$ cat src/rtl/pong_match_ctrl.sv
// rtl/pong_match_ctrl.sv - pong match sequencer: attract, serve delay, pause, speed ramp, game over
module pong_match_ctrl #(
    parameter logic [21:0] PRESC_INIT   = 22'd250000,
    parameter logic [21:0] PRESC_MIN    = 22'd100000,
    parameter logic [21:0] PRESC_STEP   = 22'd10000,
    parameter logic [7:0]  RAMP_FRAMES  = 8'd120,
    parameter logic [7:0]  SERVE_FRAMES = 8'd60
) (
    input  logic        CLK,
    input  logic        RST_N,
    input  logic        frame_tick,
    input  logic        btn_start,
    input  logic        btn_pause,
    input  logic [1:0]  p1_score,
    input  logic [1:0]  p2_score,
    input  logic        gamestop,
    output logic        start,
    output logic [21:0] prescaler,
    output logic [2:0]  state,
    output logic [7:0]  serve_cnt,
    output logic [1:0]  winner
);

    typedef enum logic [2:0] {
        ST_IDLE  = 3'd0,
        ST_SERVE = 3'd1,
        ST_PLAY  = 3'd2,
        ST_PAUSE = 3'd3,
        ST_OVER  = 3'd4
    } state_t;

    localparam logic [22:0] MIN_PLUS_STEP = {1'b0, PRESC_MIN} + {1'b0, PRESC_STEP};

    state_t      cur_state;
    logic [7:0]  ramp_cnt;
    logic        btn_start_q;
    logic        btn_pause_q;
    logic        gamestop_q;
    logic [1:0]  p1_q;
    logic [1:0]  p2_q;

    logic        start_edge;
    logic        pause_edge;
    logic        gs_rise;
    logic        score_chg;
    logic        ramp_hit;
    logic [21:0] presc_ramped;

    assign state      = cur_state;
    assign start_edge = btn_start & ~btn_start_q;
    assign pause_edge = btn_pause & ~btn_pause_q;
    assign gs_rise    = gamestop & ~gamestop_q;
    assign score_chg  = (p1_score != p1_q) || (p2_score != p2_q);
    assign ramp_hit   = ({1'b0, ramp_cnt} + 9'd1) >= {1'b0, RAMP_FRAMES};

    // Compare before subtracting so the ramp clamps at the floor without wrapping.
    assign presc_ramped = ({1'b0, prescaler} < MIN_PLUS_STEP) ? PRESC_MIN
                                                              : (prescaler - PRESC_STEP);

    always_ff @(posedge CLK or negedge RST_N) begin
        if (!RST_N) begin
            cur_state   <= ST_IDLE;
            start       <= 1'b0;
            prescaler   <= PRESC_INIT;
            serve_cnt   <= 8'd0;
            winner      <= 2'b00;
            ramp_cnt    <= 8'd0;
            btn_start_q <= 1'b0;
            btn_pause_q <= 1'b0;
            gamestop_q  <= 1'b0;
            p1_q        <= 2'd0;
            p2_q        <= 2'd0;
        end else begin
            btn_start_q <= btn_start;
            btn_pause_q <= btn_pause;
            gamestop_q  <= gamestop;
            p1_q        <= p1_score;
            p2_q        <= p2_score;

            case (cur_state)
                ST_IDLE, ST_OVER: begin
                    if (start_edge) begin
                        cur_state <= ST_SERVE;
                        start     <= 1'b0;
                        serve_cnt <= SERVE_FRAMES;
                        prescaler <= PRESC_INIT;
                        ramp_cnt  <= 8'd0;
                        winner    <= 2'b00;
                    end
                end

                ST_SERVE: begin
                    if (frame_tick) begin
                        // A zero-length serve also leaves on the first tick.
                        if (serve_cnt <= 8'd1) begin
                            cur_state <= ST_PLAY;
                            start     <= 1'b1;
                            serve_cnt <= 8'd0;
                        end else begin
                            serve_cnt <= serve_cnt - 8'd1;
                        end
                    end
                end

                ST_PLAY: begin
                    if (gs_rise) begin
                        // Engine clears scores as it stops, so use the pre-clear copy.
                        cur_state <= ST_OVER;
                        start     <= 1'b0;
                        winner    <= (p1_q == 2'd2) ? 2'b01 : 2'b10;
                    end else if (score_chg) begin
                        cur_state <= ST_SERVE;
                        start     <= 1'b0;
                        serve_cnt <= SERVE_FRAMES;
                        prescaler <= PRESC_INIT;
                        ramp_cnt  <= 8'd0;
                    end else if (pause_edge) begin
                        cur_state <= ST_PAUSE;
                        start     <= 1'b0;
                    end else if (frame_tick) begin
                        if (ramp_hit) begin
                            ramp_cnt  <= 8'd0;
                            prescaler <= presc_ramped;
                        end else begin
                            ramp_cnt <= ramp_cnt + 8'd1;
                        end
                    end
                end

                ST_PAUSE: begin
                    if (pause_edge) begin
                        cur_state <= ST_PLAY;
                        start     <= 1'b1;
                    end
                end

                default: begin
                    cur_state <= ST_IDLE;
                    start     <= 1'b0;
                    serve_cnt <= 8'd0;
                end
            endcase
        end
    end

endmodule

$ cat config.mk
export PLATFORM = sky130hd
export DESIGN_NAME = pong_match_ctrl
export DESIGN_NICKNAME = d
export VERILOG_FILES = /design/src/rtl/pong_match_ctrl.sv
export SDC_FILE = /design/constraint.sdc
export NUM_CORES = 1
export LEC_CHECK = 0
export BUFFER_PORTS_ARGS = -buffer_cell sky130_fd_sc_hd__clkbuf_2
export CAP_MARGIN = 5
export CORE_ASPECT_RATIO = 1.1
export CORE_MARGIN = 3
export CORE_UTILIZATION = 56
export CTS_CLUSTER_DIAMETER = 60
export DETAILED_ROUTE_END_ITERATION = 7
export GPL_ROUTABILITY_DRIVEN = 0
export PLACE_DENSITY = 0.91
export SLEW_MARGIN = 40
export SYNTH_ARGS = -nofsm -noshare
export SYNTH_HDL_FRONTEND = slang
export SYNTH_SLANG_ARGS = --single-unit
$ cat constraint.sdc
create_clock -name CLK -period 3.3 [get_ports CLK]
set_input_delay 0.33 -clock CLK [delete_from_list [all_inputs] [get_ports CLK]]
set_output_delay 0.33 -clock CLK [all_outputs]
set_load 0.05 [all_outputs]
==> impl_metrics.json, run 1 <==
{
  "synth_top_area_cell": "dfrtp_1",
  "htreeDepth": 2,
  "cts_buffers": 5,
  "wl_per_cell_um": 16.5,
  "antenna_found_initial": 0,
  "crit_fanout": 20,
  "dpl_cell_area_mm2": 0.00288,
  "via_per_inst": 6.41,
  "critical-path-slowest-cell": "and3_1",
  "clkSinkCount": 47,
  "synth_area_mm2": 0.00266,
  "insertion_delay_ns": 0.31,
  "status": "complete, no violations",
  "n_antenna_cell": 0,
  "relSlewSlack_pct": 52.5,
  "synth-compound-area-share_pct": 24.2,
  "dp_hpwl_um": 4620,
  "finalInstanceArea_mm2": 0.00298,
  "ys.warnings.count": 0,
  "n_fill_cell": 352,
  "cts.path.max_buffers": 2,
  "maxCapViolCount": 0,
  "syn_to_final_growth_pct": 12.2,
  "cts_resized": 0,
  "maxSlewViolCount": 0,
  "core_mm2": 0.00444,
  "die-width_um": 71.7,
  "synthCells": 291,
  "leakagePower_nw": 1.32,
  "yosysMostFrequentCell": "dfrtp_1",
  "die_area_mm2": 0.00561,
  "crit_buf_inv": 0,
  "initial_core_util_pct": 59.8,
  "synthTopCellsByArea": "dfrtp_1 (38%), dfstp_2 (6.9%), o21ai_0 (5.3%)",
  "register_area_mm2": 0.00118,
  "synth_xor_area_share_pct": 1.98,
  "critical_path_required_ns": 3.55,
  "drive_above_1_share_pct": 19.6,
  "dr.pass1.iters": 6,
  "vias": 2473,
  "ios": 46,
  "muxShareOfSynthArea_pct": 1.27,
  "setup_violations": 0,
  "synth-edff-count": 0,
  "grt_pass1_vias": 2331,
  "startpoint_type": "flip-flop",
  "ys_dominant_reg_cell": "dfrtp_1",
  "worst_slew_pin_slew_ns": 0.707,
  "synth.avg_cell_area_um2": 9.13,
  "track_usage_pct": 23.5,
  "io_buffers": 41,
  "synth_top_family_by_area": "compound AO/OA/AOI/OAI gates",
  "crit_chain": "nor2b_1 > nand2_1 > nor3_1 > and3_1 > nor2_1 > a22o_1",
  "synthTopCellsByCount": "dfrtp_1 (40), o21ai_0 (28), a21oi_1 (24)",
  "grt_pass1_wl_um": 10600,
  "synth_top_area_share_pct": 37.7,
  "period_share_pct": 85.3,
  "critPathMaxStageDelay_ns": 0.68,
  "chipHeight_um": 78.2,
  "path_delay_family": "simple AND/OR/NAND/NOR gates",
  "nets": 347,
  "drtAntennaViolNets": 0,
  "synth_fa_ha_area_share_pct": 2.83,
  "grt_setup_unrepaired": "false",
  "skew_ns": 0.00744,
  "p_sw_share_pct": 53.3,
  "finalSetupTns_ns": 0,
  "clk_pin_slew_ns": 0.10,
  "rows": 25,
  "drt_iter0_drc": 249,
  "synthSimpleGateAreaFrac_pct": 19.8,
  "power_frac_clock_pct": 13.5,
  "post_cts_buffers": 0,
  "end_kind": "flip-flop",
  "fin_hold_ws_ns": 0.0335,
  "synth_cell_types": 54,
  "critical_path_class": "flip-flop to flip-flop",
  "p_per_area_mw_per_mm2": 917,
  "grt_start_max_net_pins": 27,
  "hold_path.class": "input port to async pin",
  "power_switching_mw": 1.46,
  "multiInputGateArea_mm2": 0.00135,
  "stdcell_count": 386,
  "synth-seq-cells": 47,
  "grt-ovfl-total": 0,
  "power_mw": 2.73,
  "cts_tree": "done",
  "async_flop_share_pct": 100,
  "root_buffer": "clkbuf_8",
  "finalCriticalPeriod_ns": 2.81,
  "fmax_mhz": 355,
  "finalHoldViolCount": 0,
  "yosysSeqAreaShare_pct": 44.6,
  "p_seq_share_pct": 34.9,
  "dpl.cell_count": 378,
  "hold_buffers": 0,
  "crit_arrival_ns": 3.06,
  "wl_um": 6390,
  "p_int_mw": 1.28,
  "max-vdd-ir-drop_mv": 0.595,
  "drc": 0,
  "p_comb_share_pct": 51.6
}
-- per-layer routing --
| layer | wire, µm | global-route usage [%] | vias up |
|---|---|---|---|
| met5 | 0 | 0 | - |
| met4 | 102 | 7.33 | 0 |
| met3 | 462 | 4.99 | 17 |
| met2 | 3020 | 37.8 | 115 |
| met1 | 2800 | 31.7 | 1184 |
| li1 | - | - | 1157 |
-- power by group through the flow --
stage / logic [mW] / clock network (mW) / registers (mW)
final: 1.41 / 0.368 / 0.955
after global routing: 1.52 / 0.404 / 0.977
after CTS: 1.40 / 0.379 / 0.946
after detailed placement: 1.39 / 0 / 0.956
after global placement: 1.35 / 0 / 0.945
after floorplan: 0.627 / 0 / 1.38
-- flip-flops by register name, summed over array words and instances, names as in the netlist --
register / flops
p2_q: 2
serve_cnt: 8
btn_pause_q: 1
ramp_cnt: 8
gamestop_q: 1
winner: 2
start: 1
btn_start_q: 1
state: 3
p1_q: 2
prescaler: 18
-- worst paths after layout --
check | from | slack [ns] | to | cells after the start
min in group CLK | btn_pause | 0.14 | btn_pause_q | 1
max in group asynchronous | RST_N | 2.46 | prescaler[16] | 2
worst max register to register | state[1] | 0.49 | prescaler[17] | 6
worst max-delay path | state[1] | 0.49 | prescaler[17] | 6
worst min register to register | gamestop_q | 0.48 | state[2] | 1
worst min-delay path | RST_N | 0.03 | prescaler[11] | 1
-- cells in the final DEF (no fill, tap or decap), types with 4 or more instances in the layout --
cell / n
clkbuf_2: 41
dfrtp_1: 40
o21ai_0: 28
a21oi_1: 24
nor2_1: 20
inv_1: 17
nand2_1: 15
nand3_1: 13
o31ai_1: 11
or3_1: 10
a22o_1: 7
dfstp_2: 7
nor3_1: 6
nand4_1: 6
a31oi_1: 6
ha_1: 6
nor2b_1: 5
clkbuf_8: 5
xnor2_1: 4
conb_1: 4
-- logic make-up (layout without fill, tap and decap cells) --
family,Yosys count,after routing
AO/OA/AOI/OAI,100,100
XOR/XNOR,6,6
adder cells (fa/ha/maj),6,6
buffers and inverters,30,68
flip-flops,47,47
multiplexers,3,3
other,1,4
AND/OR/NAND/NOR,98,98
-- final cells by class --
type | instances | share of cell area [%]
clock inverters | 3 | 0.924
clock buffers | 5 | 2.31
inverters | 17 | 2.14
flip-flops and latches | 47 | 39.8
well taps | 54 | 2.27
repair buffers | 43 | 7.39
multi-input cells | 217 | 45.2
-- metrics by stage --
step                      setup slack, ns  util, %
after floorplan                     0.809        -
after global placement              0.750     64.9
after detailed placement            0.604     64.9
after CTS                           0.575     67.1
after global routing                0.349     67.1
final                               0.486     67.1
-- worst register-to-register path, stage by stage (launching register included) --
cell,delay [ns]
dfrtp_1,0.49
nor2b_1,0.26
nand2_1,0.20
nor3_1,0.59
and3_1,0.68
nor2_1,0.26
a22o_1,0.27
Note: power is estimated with default switching activity, not from simulation.
==> run 2, diff against run 1 <==
CORE_MARGIN = 8   (was 3)
==> run 2 against run 1 <==
Compared with the run above:
- sequential power increased by 0.4%
- hold slack improved by 0.11 ns
- critical endpoint unchanged
- final cell count increased by 0.78%
- worst setup slack improved by 0.037 ns
- core utilization decreased by 1.4 points
- largest power group unchanged
- die area increased by 29%
- clock skew increased by 0.0019 ns
==> impl_metrics.json, run 2 (synthesis gave the netlist of run 1 again) <==
{
  "status": "complete, no violations",
  "post_cts_buffers": 0,
  "clk_pin_slew_ns": 0.09,
  "wl_um": 6600,
  "p_comb_share_pct": 49.0,
  "crit_buf_inv": 0,
  "n_fill_cell": 384,
  "reg2reg_setup_slack_ns": 0.52,
  "syn_to_final_growth_pct": 14.1,
  "ios": 46,
  "initial_core_util_pct": 57.5,
  "p_int_mw": 1.42,
  "path_delay_family": "simple AND/OR/NAND/NOR gates",
  "critical_path_class": "flip-flop to flip-flop",
  "drtAntennaViolNets": 0,
  "power_switching_mw": 1.45,
  "grt_start_max_net_pins": 30,
  "rows": 26,
  "max-vdd-ir-drop_mv": 0.658,
  "hold_start": "btn_start",
  "grt_pass1_wl_um": 11100,
  "leakagePower_nw": 1.34,
  "layout_commonest_cell": "clkbuf_2",
  "critical-path-slowest-cell": "and3_1",
  "relSlewSlack_pct": 50.9,
  "htreeDepth": 2,
  "cts.path.max_buffers": 2,
  "r2r-start": "state[1]",
  "worst_slew_pin_slew_ns": 0.731,
  "core_mm2": 0.00462,
  "n_antenna_cell": 0,
  "chipHeight_um": 88.2,
  "critPathMaxStageDelay_ns": 0.69,
  "drt_iter0_drc": 192,
  "finalInstanceArea_mm2": 0.00303,
  "crit_fanout": 20,
  "antenna_found_initial": 0,
  "crit_chain": "nor2b_1 > nand2_1 > nor3_1 > and3_1 > nor2_1 > a22o_1",
  "skew_ns": 0.00929,
  "fin_hold_ws_ns": 0.143,
  "largestRegisters": "prescaler (18), ramp_cnt (8), serve_cnt (8)",
  "end_kind": "flip-flop",
  "dpl_cell_area_mm2": 0.00289,
  "dp_hpwl_um": 4780,
  "cts_resized": 0,
  "nets": 348,
  "p_per_area_mw_per_mm2": 946,
  "critical_path_required_ns": 3.54,
  "maxSlewViolCount": 0,
  "hold_buffers": 1,
  "cts_tree": "done",
  "grt-ovfl-total": 0,
  "drive_above_1_share_pct": 19.5,
  "die_area_mm2": 0.00721,
  "cts_buffers": 5,
  "die-width_um": 81.7,
  "finalCriticalPeriod_ns": 2.78,
  "crit_arrival_ns": 3.02,
  "period_share_pct": 84.1,
  "clkSinkCount": 47,
  "most-common-layout-cells": "clkbuf_2 (41), dfrtp_1 (40), o21ai_0 (28)",
  "finalHoldViolCount": 0,
  "wl_per_cell_um": 17.0,
  "via_per_inst": 6.42,
  "p_seq_share_pct": 33.5,
  "crit_start": "state[1]",
  "maxCapViolCount": 0,
  "largest_register_ffs": 18,
  "startpoint_type": "flip-flop",
  "dr.pass1.iters": 5,
  "grt_pass1_vias": 2304,
  "io_buffers": 41,
  "drc": 0,
  "finalSetupTns_ns": 0,
  "vias": 2498,
  "setup_violations": 0,
  "root_buffer": "clkbuf_8",
  "hold_path.class": "input port to flip-flop",
  "p_sw_share_pct": 50.4,
  "top_register": "prescaler",
  "grt_setup_unrepaired": "false",
  "fmax_mhz": 360,
  "track_usage_pct": 19.1,
  "power_frac_clock_pct": 17.6,
  "insertion_delay_ns": 0.31
}
run 2: cell count changes in the layout (fill, tap and decap cells not counted):
| cell | change |
|---|---|
| inv_6 | -1 |
| bufinv_16 | +2 |
| inv_8 | -1 |
| dlygate4sd3_1 | +1 |
run 2: per-layer routing:
layer  vias up  global-route usage [%]  share of wire, %
met1      1196                    25.1                40
met5         -                       0                 0
met2       134                    30.6                50
met4         0                    6.39               1.6
met3        10                    3.76               8.5
li1       1158                       -                 -
run 2: area by class of cell:
class / instances / area [µm²] / share of cell area (%)
multi-input cells: 217 / 1350 / 44.4
flip-flops and latches: 47 / 1180 / 39.1
repair buffers: 44 / 230 / 7.59
well taps: 56 / 70.1 / 2.31
clock buffers: 5 / 68.8 / 2.27
clock inverters: 3 / 67.6 / 2.23
inverters: 17 / 63.8 / 2.10
run 2: path summary, 6_finish.rpt:
kind,to,depth (start not counted)
min reg2reg,state[2],1
max,prescaler[17],6
max reg2reg,prescaler[17],6
max in group asynchronous,prescaler[7],3
min,btn_start_q,1
min in group asynchronous,start,2
run 2: power groups by stage:
stage	clock network, mW	registers (mW)	logic [mW]
floorplan	0	1.38	0.627
global placement	0	0.948	1.36
detailed placement	0	0.961	1.40
CTS	0.509	0.951	1.40
global route	0.528	0.982	1.52
finish	0.504	0.959	1.40
run 2: metrics by stage:
step / setup slack [ns] / util [%] / cells / power (mW)
finish: 0.523 / 65.6 / 389 / 2.87
global route: 0.274 / 65.6 / 389 / 3.03
CTS: 0.594 / 65.6 / 389 / 2.86
detailed placement: 0.606 / 62.5 / 380 / 2.36
global placement: 0.771 / 62.5 / 380 / 2.31
floorplan: 0.809 / - / 294 / 2.01
==> run 3, diff against run 2 <==
CORE_UTILIZATION = 50   (was 56)
PLACE_DENSITY = 0.86   (was 0.91)
clock period = 2.5 ns   (was 3.3 ns; I/O delays follow)
==> run 3 against run 2 <==
Compared with the run above:
- non-clock buffer count grew 16
- global-route usage down 1.8 points
- sequential cell count is the same
- maximum frequency is 17% higher
- worst setup slack worse by 0.39 ns
- core utilization fell by 5.7 points
- clock power fell by 3%
- first-iteration DRC count grew 16%
- die area rose by 9.7%
- clock-buffer cell count grew 1
- final cell count is 5.1% higher
- critical path depth unchanged
- critical endpoint is now prescaler[11]
- largest cell class unchanged
==> impl_metrics.json, run 3 (synthesis gave the netlist of run 1 again) <==
{
  "startpoint_type": "flip-flop",
  "drive_above_1_share_pct": 25.2,
  "status": "complete, no violations",
  "grt_start_max_net_pins": 28,
  "maxCapViolCount": 0,
  "initial_core_util_pct": 50.5,
  "path_delay_family": "simple AND/OR/NAND/NOR gates",
  "hold_start": "btn_start",
  "dpl_cell_area_mm2": 0.00301,
  "cts.path.max_buffers": 2,
  "p_per_area_mw_per_mm2": 1180,
  "clk_pin_slew_ns": 0.09,
  "die-width_um": 85.5,
  "skew_ns": 0.0134,
  "max-vdd-ir-drop_mv": 0.759,
  "top_register": "prescaler",
  "end_kind": "flip-flop",
  "rr_endpoint": "prescaler[11]",
  "hold_path.class": "input port to flip-flop",
  "finalCriticalPeriod_ns": 2.37,
  "clkSinkCount": 47,
  "chipHeight_um": 92.4,
  "leakagePower_nw": 1.39,
  "layout_commonest_cell": "clkbuf_2",
  "nets": 364,
  "crit_chain": "and2_4 > or3_1 > a2111o_1 > and3_4 > or4_1 > a21oi_1",
  "critical-path-slowest-cell": "or4_1",
  "hold_end": "btn_start_q",
  "finalHoldViolCount": 0,
  "core_mm2": 0.00526,
  "dp_hpwl_um": 4970,
  "track_usage_pct": 17.3,
  "maxSlewViolCount": 0,
  "setup_violations": 0,
  "fmax_mhz": 422,
  "drt_iter0_drc": 223,
  "finalInstanceArea_mm2": 0.00315,
  "rows": 28,
  "crit_fanout": 10,
  "grt-ovfl-total": 0,
  "root_buffer": "clkbuf_8",
  "n_antenna_cell": 0,
  "power_mw": 3.70,
  "htreeDepth": 2,
  "largestRegisters": "prescaler (18), ramp_cnt (8), serve_cnt (8)",
  "holdPathStages": 1,
  "dr.pass1.iters": 4,
  "worst_slew_pin_slew_ns": 0.681,
  "critical_path_required_ns": 2.73,
  "cts_buffers": 5,
  "crit_buf_inv": 0,
  "drc": 0,
  "ios": 46,
  "period_share_pct": 94.8,
  "relSlewSlack_pct": 54.3,
  "syn_to_final_growth_pct": 18.5,
  "reg2regPathDepth": 6,
  "crit_arrival_ns": 2.60,
  "grt_pass1_wl_um": 11300,
  "reg2reg_setup_slack_ns": 0.13,
  "via_per_inst": 6.19,
  "post_cts_buffers": 0,
  "finalSetupTns_ns": 0,
  "wl_per_cell_um": 16.8,
  "drtAntennaViolNets": 0,
  "critPathMaxStageDelay_ns": 0.47,
  "antenna_found_initial": 0,
  "largest_register_ffs": 18,
  "r2r-start": "ramp_cnt[0]",
  "die_area_mm2": 0.00790,
  "wl_um": 6860,
  "grt_pass1_vias": 2444,
  "vias": 2531,
  "io_buffers": 41,
  "critical_path_class": "flip-flop to flip-flop",
  "insertion_delay_ns": 0.31,
  "cts_tree": "done",
  "most-common-layout-cells": "clkbuf_2 (41), dfrtp_1 (37), o21ai_0 (28)"
}
## run 3: cell types whose count changed in the layout (fill, tap and decap cells not counted), sizes merged
cell    previous run  this run
buf                2        18
clkinv             0         1
clkbuf            46        47
bufinv             2         0
## run 3: metrics by stage
step                hold WS (ns)  utilization (%)  worst slack, ns  std cells
finish                    0.0586             59.9            0.131        409
detailed placement         0.239             57.3          -0.0173        400
global placement           0.234             57.3           0.0796        400
CTS                       0.0547             59.4         0.000620        409
floorplan                -0.0456                -          0.00854        294
global route              0.0445             59.9         -0.00923        409
## run 3: routing by layer
layer | up-vias | GRT usage [%] | routed length, µm
li1 | 1187 | - | -
met1 | 1231 | 20.9 | 2900
met2 | 100 | 28.7 | 3340
met3 | 13 | 3.99 | 480
met4 | 0 | 7.89 | 140
met5 | - | 0 | 0
## run 3: final cells by class
type | count | area (µm²)
clock buffers | 6 | 82.6
well taps | 60 | 75.1
flip-flops and latches | 47 | 1190
multi-input cells | 217 | 1370
fillers | 446 | 2110
clock inverters | 2 | 16.3
inverters | 17 | 63.8
repair buffers | 60 | 350
## run 3: worst max-delay path by stage
stage,start,end,slack (ns),cells past startpoint
finish,ramp_cnt[0],prescaler[11],0.13,6
global route,ramp_cnt[0],prescaler[21],-0.009,8
CTS,ramp_cnt[1],prescaler[20],0.0006,8
detailed placement,ramp_cnt[0],prescaler[20],-0.02,8
global placement,ramp_cnt[0],prescaler[19],0.08,8
floorplan,prescaler[5],prescaler[18],0.009,8
## run 3: power by group
part	total (mW)	leakage (nW)	switching (mW)	internal [mW]
registers	1.25	0.590	0.260	0.986
clock network	0.490	0.0474	0.264	0.226
logic	1.97	0.757	1.39	0.574
## run 3: timing repair
action	CTS	global route
hold buffers	1	0
endpoints found under the setup margin	5	9
gates resized for setup	1	8
hold endpoints to repair	20	0
